[config.mk]
export PLATFORM = sky130hd
export DESIGN_NAME = vector_load_store
export DESIGN_NICKNAME = d
export VERILOG_FILES = /design/src/rtl/config_pkg.sv /design/src/rtl/vector_load_store.sv
export SDC_FILE = /design/constraint.sdc
export NUM_CORES = 1
export LEC_CHECK = 0
export BUFFER_PORTS_ARGS = -buffer_cell sky130_fd_sc_hd__buf_2
export CAP_MARGIN = 10
export CELL_PAD_IN_SITES_DETAIL_PLACEMENT = 0
export CELL_PAD_IN_SITES_GLOBAL_PLACEMENT = 2
export CORE_ASPECT_RATIO = 1.25
export CORE_MARGIN = 2
export CORE_UTILIZATION = 27
export CTS_BUF_LIST = sky130_fd_sc_hd__clkbuf_2 sky130_fd_sc_hd__clkbuf_4 sky130_fd_sc_hd__clkbuf_8
export DETAILED_ROUTE_END_ITERATION = 16
export PLACE_DENSITY_LB_ADDON = 0.1
export SYNTH_ARGS = -nofsm -noshare
export SYNTH_HDL_FRONTEND = slang
export SYNTH_SLANG_ARGS = --single-unit
[constraint.sdc]
create_clock -name clk_i -period 5 [get_ports clk_i]
set_clock_uncertainty 0.2 [all_clocks]
set_input_delay 0.25 -clock clk_i [delete_from_list [all_inputs] [get_ports clk_i]]
set_output_delay 0.25 -clock clk_i [all_outputs]
set_load 0.02 [all_outputs]
[src/rtl/config_pkg.sv]
// Shared sizing, data types and FSM encoding for the vector load/store unit.
package config_pkg;

  localparam int D      = 8;            // elements per vector register
  localparam int IDX_W  = $clog2(D);    // element index width
  localparam int DATA_W = 16;           // one element == one DDR word
  localparam int ADDR_W = 8;            // DDR word address width

  typedef logic signed [DATA_W-1:0] fixed_point_t;
  typedef fixed_point_t [D-1:0]     vector_t;
  typedef logic [ADDR_W-1:0]        ddr_address_t;
  typedef logic [DATA_W-1:0]        ddr_data_t;

  // Encodings 2'd2/2'd3 are not operations; they complete as no-ops.
  typedef enum logic [1:0] {
    LDV = 2'd0,
    SV  = 2'd1
  } load_store_operation_t;

  typedef enum logic [2:0] {
    IDLE     = 3'd0,
    SV_READ  = 3'd1,
    SV_REQ   = 3'd2,
    SV_WAIT  = 3'd3,
    LD_REQ   = 3'd4,
    LD_WAIT  = 3'd5,
    LD_WRITE = 3'd6
  } ls_state_e;

endpackage

[src/rtl/vector_load_store.sv]
// Moves a whole vector register to/from DDR one element per word, keeping at
// most one DDR request in flight. A single data register carries the element
// in both directions.
module vector_load_store
  import config_pkg::*;
(
  input  logic                  clk_i,
  input  logic                  rst_i,
  input  logic                  in_valid_i,
  output logic                  in_ready_o,
  input  load_store_operation_t vector_operation_i,
  input  ddr_address_t          vector_memory_address_i,
  output logic [IDX_W-1:0]      vector_addr_o,
  output logic                  vector_w_en_o,
  output fixed_point_t          vector_w_data_o,
  input  fixed_point_t          vector_r_data_i,
  output ddr_address_t          ddr_address_o,
  output logic                  ddr_w_en_o,
  output ddr_data_t             ddr_w_data_o,
  input  logic                  ddr_w_done_i,
  output logic                  ddr_r_en_o,
  input  ddr_data_t             ddr_r_data_i,
  input  logic                  ddr_r_valid_i
);

  ls_state_e        state_q, state_d;
  logic [IDX_W-1:0] idx_q, idx_d;
  ddr_address_t     base_q, base_d;
  ddr_data_t        data_q, data_d;
  logic             last_elem;

  assign last_elem = (idx_q == IDX_W'(D - 1));

  // State register: reset aborts any command and clears all datapath state.
  always_ff @(posedge clk_i) begin
    if (rst_i) begin
      state_q <= IDLE;
      idx_q   <= '0;
      base_q  <= '0;
      data_q  <= '0;
    end else begin
      state_q <= state_d;
      idx_q   <= idx_d;
      base_q  <= base_d;
      data_q  <= data_d;
    end
  end

  // Next-state: sequence each element; responses only count in the wait states.
  always_comb begin
    state_d = state_q;
    idx_d   = idx_q;
    base_d  = base_q;
    data_d  = data_q;
    case (state_q)
      IDLE: begin
        if (in_valid_i) begin
          base_d = vector_memory_address_i;
          idx_d  = '0;
          case (vector_operation_i)
            SV:      state_d = SV_READ;
            LDV:     state_d = LD_REQ;
            default: state_d = IDLE;   // unknown op: done on accept
          endcase
        end
      end
      SV_READ: begin
        data_d  = ddr_data_t'(vector_r_data_i);
        state_d = SV_REQ;
      end
      SV_REQ:  state_d = SV_WAIT;
      SV_WAIT: begin
        if (ddr_w_done_i) begin
          if (last_elem) state_d = IDLE;
          else begin
            idx_d   = idx_q + 1'b1;
            state_d = SV_READ;
          end
        end
      end
      LD_REQ:  state_d = LD_WAIT;
      LD_WAIT: begin
        if (ddr_r_valid_i) begin
          data_d  = ddr_r_data_i;
          state_d = LD_WRITE;
        end
      end
      LD_WRITE: begin
        if (last_elem) state_d = IDLE;
        else begin
          idx_d   = idx_q + 1'b1;
          state_d = LD_REQ;
        end
      end
      default: state_d = IDLE;
    endcase
  end

  // Outputs: strobes decoded from state, address/data straight from registers.
  always_comb begin
    in_ready_o      = (state_q == IDLE);
    ddr_w_en_o      = (state_q == SV_REQ);
    ddr_r_en_o      = (state_q == LD_REQ);
    vector_w_en_o   = (state_q == LD_WRITE);
    vector_addr_o   = idx_q;
    ddr_address_o   = base_q + ddr_address_t'(idx_q);  // wraps modulo width
    ddr_w_data_o    = data_q;
    vector_w_data_o = fixed_point_t'(data_q);
  end

endmodule

# After elaboration in Yosys (flattened, before gate mapping)
# Cells that the tools add are included.
[classes]
reduce_logical = 8
addsub = 2
n_eq_ne = 11
mux = 13
[op_table]
columns = ["cell", "count"]
rows = [
  ["16-bit case mux with 2 select lines", 1],
  ["3-bit 2-to-1 mux", 7],
  ["3-bit case mux with 7 select lines", 1],
  ["16-bit 2-to-1 mux", 1],
  ["3-bit == test (second input constant)", 4],
  ["3-bit case mux with 3 select lines", 1],
  ["8-bit by 3-bit adder with 8-bit output", 1],
  ["3-bit by 2-bit == test with 1-bit output (second input constant)", 2],
  ["2-bit inequality test (second input constant)", 3],
  ["3-bit case mux with 2 select lines", 1],
  ["3-bit AND reduction", 2],
  ["2-bit AND reduction", 2],
  ["3-bit by 1-bit adder with 3-bit output (second input constant)", 1],
  ["3-bit by 1-bit == test with 1-bit output (second input constant)", 1],
  ["3-bit zero test", 1],
  ["3-bit nonzero test", 1],
  ["2-bit by 1-bit == test with 1-bit output (second input constant)", 1],
  ["2-bit zero test", 1],
  ["2-bit nonzero test", 1],
  ["1-bit 2-to-1 mux", 1],
]
[word_totals]
in_bits = 47
register_bits = 30
word_cells = 38
output_inout_bits = 47

# Logic depth before layout (Yosys ltp)
[depth]
depth_word = 4
ltp_mapped = 6
depth_no_buf = 6

# Least setup slack after synthesis
# No wires, ideal clock.
[synth_timing]
kind = "register to output"
start = "register idx_q[0] (netlist: vector_addr_o[0])"
end = "output ddr_address_o[6]"
arrival_ns = 1.817
setup_slack_ns = 2.733
stages_incl_launch_ff = 7
cell_sequence = "dfxtp_1 -> ha_1 -> inv_1 -> fa_1 -> nor2b_1 -> o2111ai_1 -> xnor2_1"
[synth_between]
elab_chain_len = 1
[synth_rtl]
columns = ["item", "line", "rtl"]
rows = [
  ["from (decl)", "vector_load_store.sv:27", "logic [IDX_W-1:0] idx_q, idx_d;"],
  ["from (signal assigned)", "vector_load_store.sv:43", "idx_q <= idx_d;"],
  ["8-bit by 3-bit adder with 8-bit output", "vector_load_store.sv:106", "ddr_address_o = base_q + ddr_address_t'(idx_q);"],
  ["to (decl)", "vector_load_store.sv:17", "output ddr_address_t ddr_address_o,"],
]
# No other way between the ends.

# Worst setup path in the final report
[layout_timing]
start = "register state_q[2]"
end = "register data_q[1] (netlist: ddr_w_data_o[1])"
[layout_between]
elab_chain_len = 3
elab_cells_between_ends = 6
cone_classes = "eq/ne (3); mux (1); reduce/logical (2)"
[layout_rtl]
columns = ["item", "line", "rtl"]
rows = [
  ["from (decl)", "vector_load_store.sv:26", "ls_state_e state_q, state_d;"],
  ["from (signal assigned)", "vector_load_store.sv:42", "state_q <= state_d;"],
  ["3-bit == test or 3-bit by 1-bit == test with 1-bit output (tied branches)", "vector_load_store.sv:55", "case (state_q)"],
  ["2-bit inequality test (no line) or 2-bit nonzero test (tied branches)", "--", ""],
  ["2-bit AND reduction (no line)", "--", ""],
  ["to (signal assigned)", "vector_load_store.sv:45", "data_q <= data_d;"],
  ["to (decl)", "vector_load_store.sv:29", "ddr_data_t data_q, data_d;"],
]
# Parallel ways exist; a longest one is shown, timed or not.
# A chain may end at the register's enable or synchronous reset.

==> key figures <==
Floorplan
  • FP Rows: 33
  • Die height: approximately 95 microns
  • DIE WIDTH: ~77 microns
  • Initial Util: 0.2760
  • Ports: 94
  • DIE AREA: 7342 sq um
  • Core Region: 6524 sq um

GRT
  • Met3 usage: 0.03598
  • GRT Total Usage: 0.1256
  • Met2 usage: 0.2171
  • Vias in the first global route: 1522
  • Grt ovf: 0
  • First-pass GRT wire length: 7258 microns
  • Met1 Use GR: 0.1512
  • GRT busiest layer: met2
  • Initial antenna violation count: 0
  • Largest net degree at the start of global routing: 33

Logic synthesis
  • Largest area contributor in the netlist: dfxtp_1
  • Sequential area share after synthesis: 0.3336
  • Cells after Synth: 202
  • Top_reg_cell synth: dfxtp_1
  • Top-count cell post-synth: dfxtp_1
  • Mapped cell area: 1800 sq um
  • Syn. warnings: 0
  • Top cell type's share of synthesized area: 0.3336
  • EDFF count, synth: 0
  • Top post-synthesis cells by count: 30 x dfxtp_1, 27 x a21oi_1, 19 x mux2i_1
  • Syn_nets: 255
  • Syn_area_per_cell: 8.913 sq um
  • #FFs+latches synth: 30
  • Synth area leaders: dfxtp_1 33%, mux2i_1 11%, a211oi_1 7.5%
  • Synth unique cells: 36
  • Post-synth ARST share: 0

STA
  • Tcrit/Tclk final: 0.5413
  • Relative slew slack: 0.5352
  • Max-slew violations: 0
  • Final setup vio count: 0
  • Final hold slack: 0.01771 ns
  • Final Hold Vio Count: 0
  • Achievable Freq: 369.5 MHz
  • Setup TNS: 0 ns
  • Fin crit period: 2.706 ns
  • Unrepaired setup endpoints after global routing: false
  • Worst Tran Pin Value: 0.6962 ns

Routing
  • DR iter-0 viols: about 60
  • Vias per std cell: 4.557
  • Final wirelength: 4606 microns
  • DR vias: 1627
  • Pre-antenna DRT Iters: 4
  • DRC errors left: 0
  • Number of routed nets with antenna violations: 0
  • Wire length per cell: 12.90 microns

Clock tree
  • H-tree Lvls: 2
  • CTS resizes: 0
  • # hold bufs at CTS: 0
  • Cts bufs inserted: 5
  • Root Buffer: clkbuf_8
  • CTS tree: built
  • Postcts setup bufs: 0
  • Clock sinks: 30
  • CTS Buffer Depth: 2
  • Clock Latency Late Sink: 0.27 ns
  • Clk pin slew, worst setup/hold paths: roughly 0.06 ns

Setup path
  • Crit path DAT: about 2.7 ns
  • Worst reg2reg path endpoint: ddr_w_data_o[1]
  • Slowest stage delay, CP: 0.77 ns
  • Critical path cell sequence: buf_4 -> nand2b_1 -> and2_1 -> a211oi_1
  • CP max-delay cell: dfxtp_1
  • Reg2reg start: state_q[2]
  • CP Capture Type: flip-flop
  • CP startpoint kind: flip-flop
  • Flop2flop setup slack: 2.29 ns
  • CP required: 4.98 ns
  • Crit path kind: flip-flop to flip-flop
  • Critical Path Fanout Max: 19
  • Reg2reg path depth: 4

Placed design
  • Post-DP HPWL: 3427 microns
  • Final GP Congestion: around 0.72
  • Placed instance area: ~2200 sq um
  • Placed Instances: 351
  • Port Buffer Count: 93

Power and ir drop
  • Leak Pwr: 1.036 nW
  • Switching portion of total power: 0.3354
  • Reg power frac: 0.429
  • Clock Power Share: 0.285
  • Pwr dens: 297.4 nW/um^2
  • Combinational fraction of design power: 0.286
  • Psw: 0.0002249 W
  • P_int: 0.0004457 W
  • VDD IR max: 0.1178 mV

Cells and area
  • Fin util: 0.3456
  • Area of the multi-input gates: 970.9 sq um
  • Sequential Area: 600.6 sq um
  • Number of fill cells in the layout: ~730
  • Post-route cell area: between 2000 and 2500 sq um
  • Layout cells sized above 1: 0.3778
  • NumNets Final: 324
  • Final non-filler cell total: 357
  • Number of inserted diodes: 0
  • Layout area overhead: 25.23%

Flow run
  • Max cap viols: 0

Run status
  • Outcome: complete, no violations

Hold path
  • Worst Hold End: base_q[7]
  • Hold WC Path Type: primary input to flip-flop
  • Hold path cells: 3
  • Hold path start: vector_memory_address_i[7]
layout by cell type (no fill, tap or decap), types with 2 or more instances in the layout:
cell	n
o21ai_1	4
nand2b_1	6
nor3_1	3
nor2b_1	2
nor3b_1	4
xor2_1	3
xnor2_1	4
clkbuf_8	6
nor4_1	2
nand3b_1	2
ha_1	5
nand3_1	4
mux2i_1	19
dfxtp_1	30
inv_1	5
nor2_1	2
and2_1	2
a21oi_1	27
a211oi_1	18
nand2_1	16
buf_2	93
registers in the layout, summed over array words and instances (netlist names):
register	cells
base_q	8
vector_addr_o	3
state_q	3
ddr_w_data_o	16
power groups by stage:
stage | Sequential [W] | Combinational [W] | Clock, W
after floorplan | 0.000298 | 0.000144 | 0
after global placement | 0.000294 | 0.000196 | 0
after detailed placement | 0.000293 | 0.000196 | 0
after CTS | 0.000288 | 0.000196 | 0.000203
after global routing | 0.000293 | 0.000211 | 0.000210
final | 0.000288 | 0.000192 | 0.000191
critical path: cells and delay by family (launching register included):
family          cells  cell delay (ns)
buf+inv             1             0.40
simple gates        2             0.95
compound gates      1             0.29
flops               1             0.77
stage by stage:
stage	total power, W	setup slack (ns)
global route	0.0007138	2.039
global placement	0.0004898	2.358
floorplan	0.0004418	2.733
finish	0.0006706	2.294
detailed placement	0.0004887	2.269
CTS	0.0006871	2.257
final cells by class:
| cell class | instances | share of cell area |
|---|---|---|
| clock buffers | 6 | 0.03663 |
| inverters | 5 | 0.008324 |
| multi-input cells | 135 | 0.4306 |
| flip-flops and latches | 30 | 0.2664 |
| well taps | 87 | 0.04828 |
| repair buffers | 94 | 0.2098 |
how the worst max path moves through the flow:
stage / startpoint / end / cells after the start
3_3_place_gp: state_q[2] / ddr_w_data_o[3] / 4
4_1_cts: state_q[2] / ddr_w_data_o[1] / 4
2_1_floorplan: vector_addr_o[0] / ddr_address_o[6] / 6
5_1_grt: state_q[2] / ddr_w_data_o[10] / 4
3_5_place_dp: state_q[2] / ddr_w_data_o[5] / 4
6_report: state_q[2] / ddr_w_data_o[1] / 4
layer usage:
layer | share of wire | routed length [microns]
met3 | 0.057 | 262
met5 | 0 | 0
met1 | 0.46 | 2102
met4 | 0.0061 | 28
met2 | 0.48 | 2212
kinds of logic (layout without fill, tap and decap cells):
group,count (synthesis),after routing,synth area share
compound gates,55,55,0.1974
simple gates,48,48,0.1564
buf+inv,37,105,0.1272
flops,30,30,0.3336
mux,19,19,0.1056
xor+xnor,7,7,0.03405
fa+ha+maj,6,6,0.04587
Power figures use the tool's default switching activity.
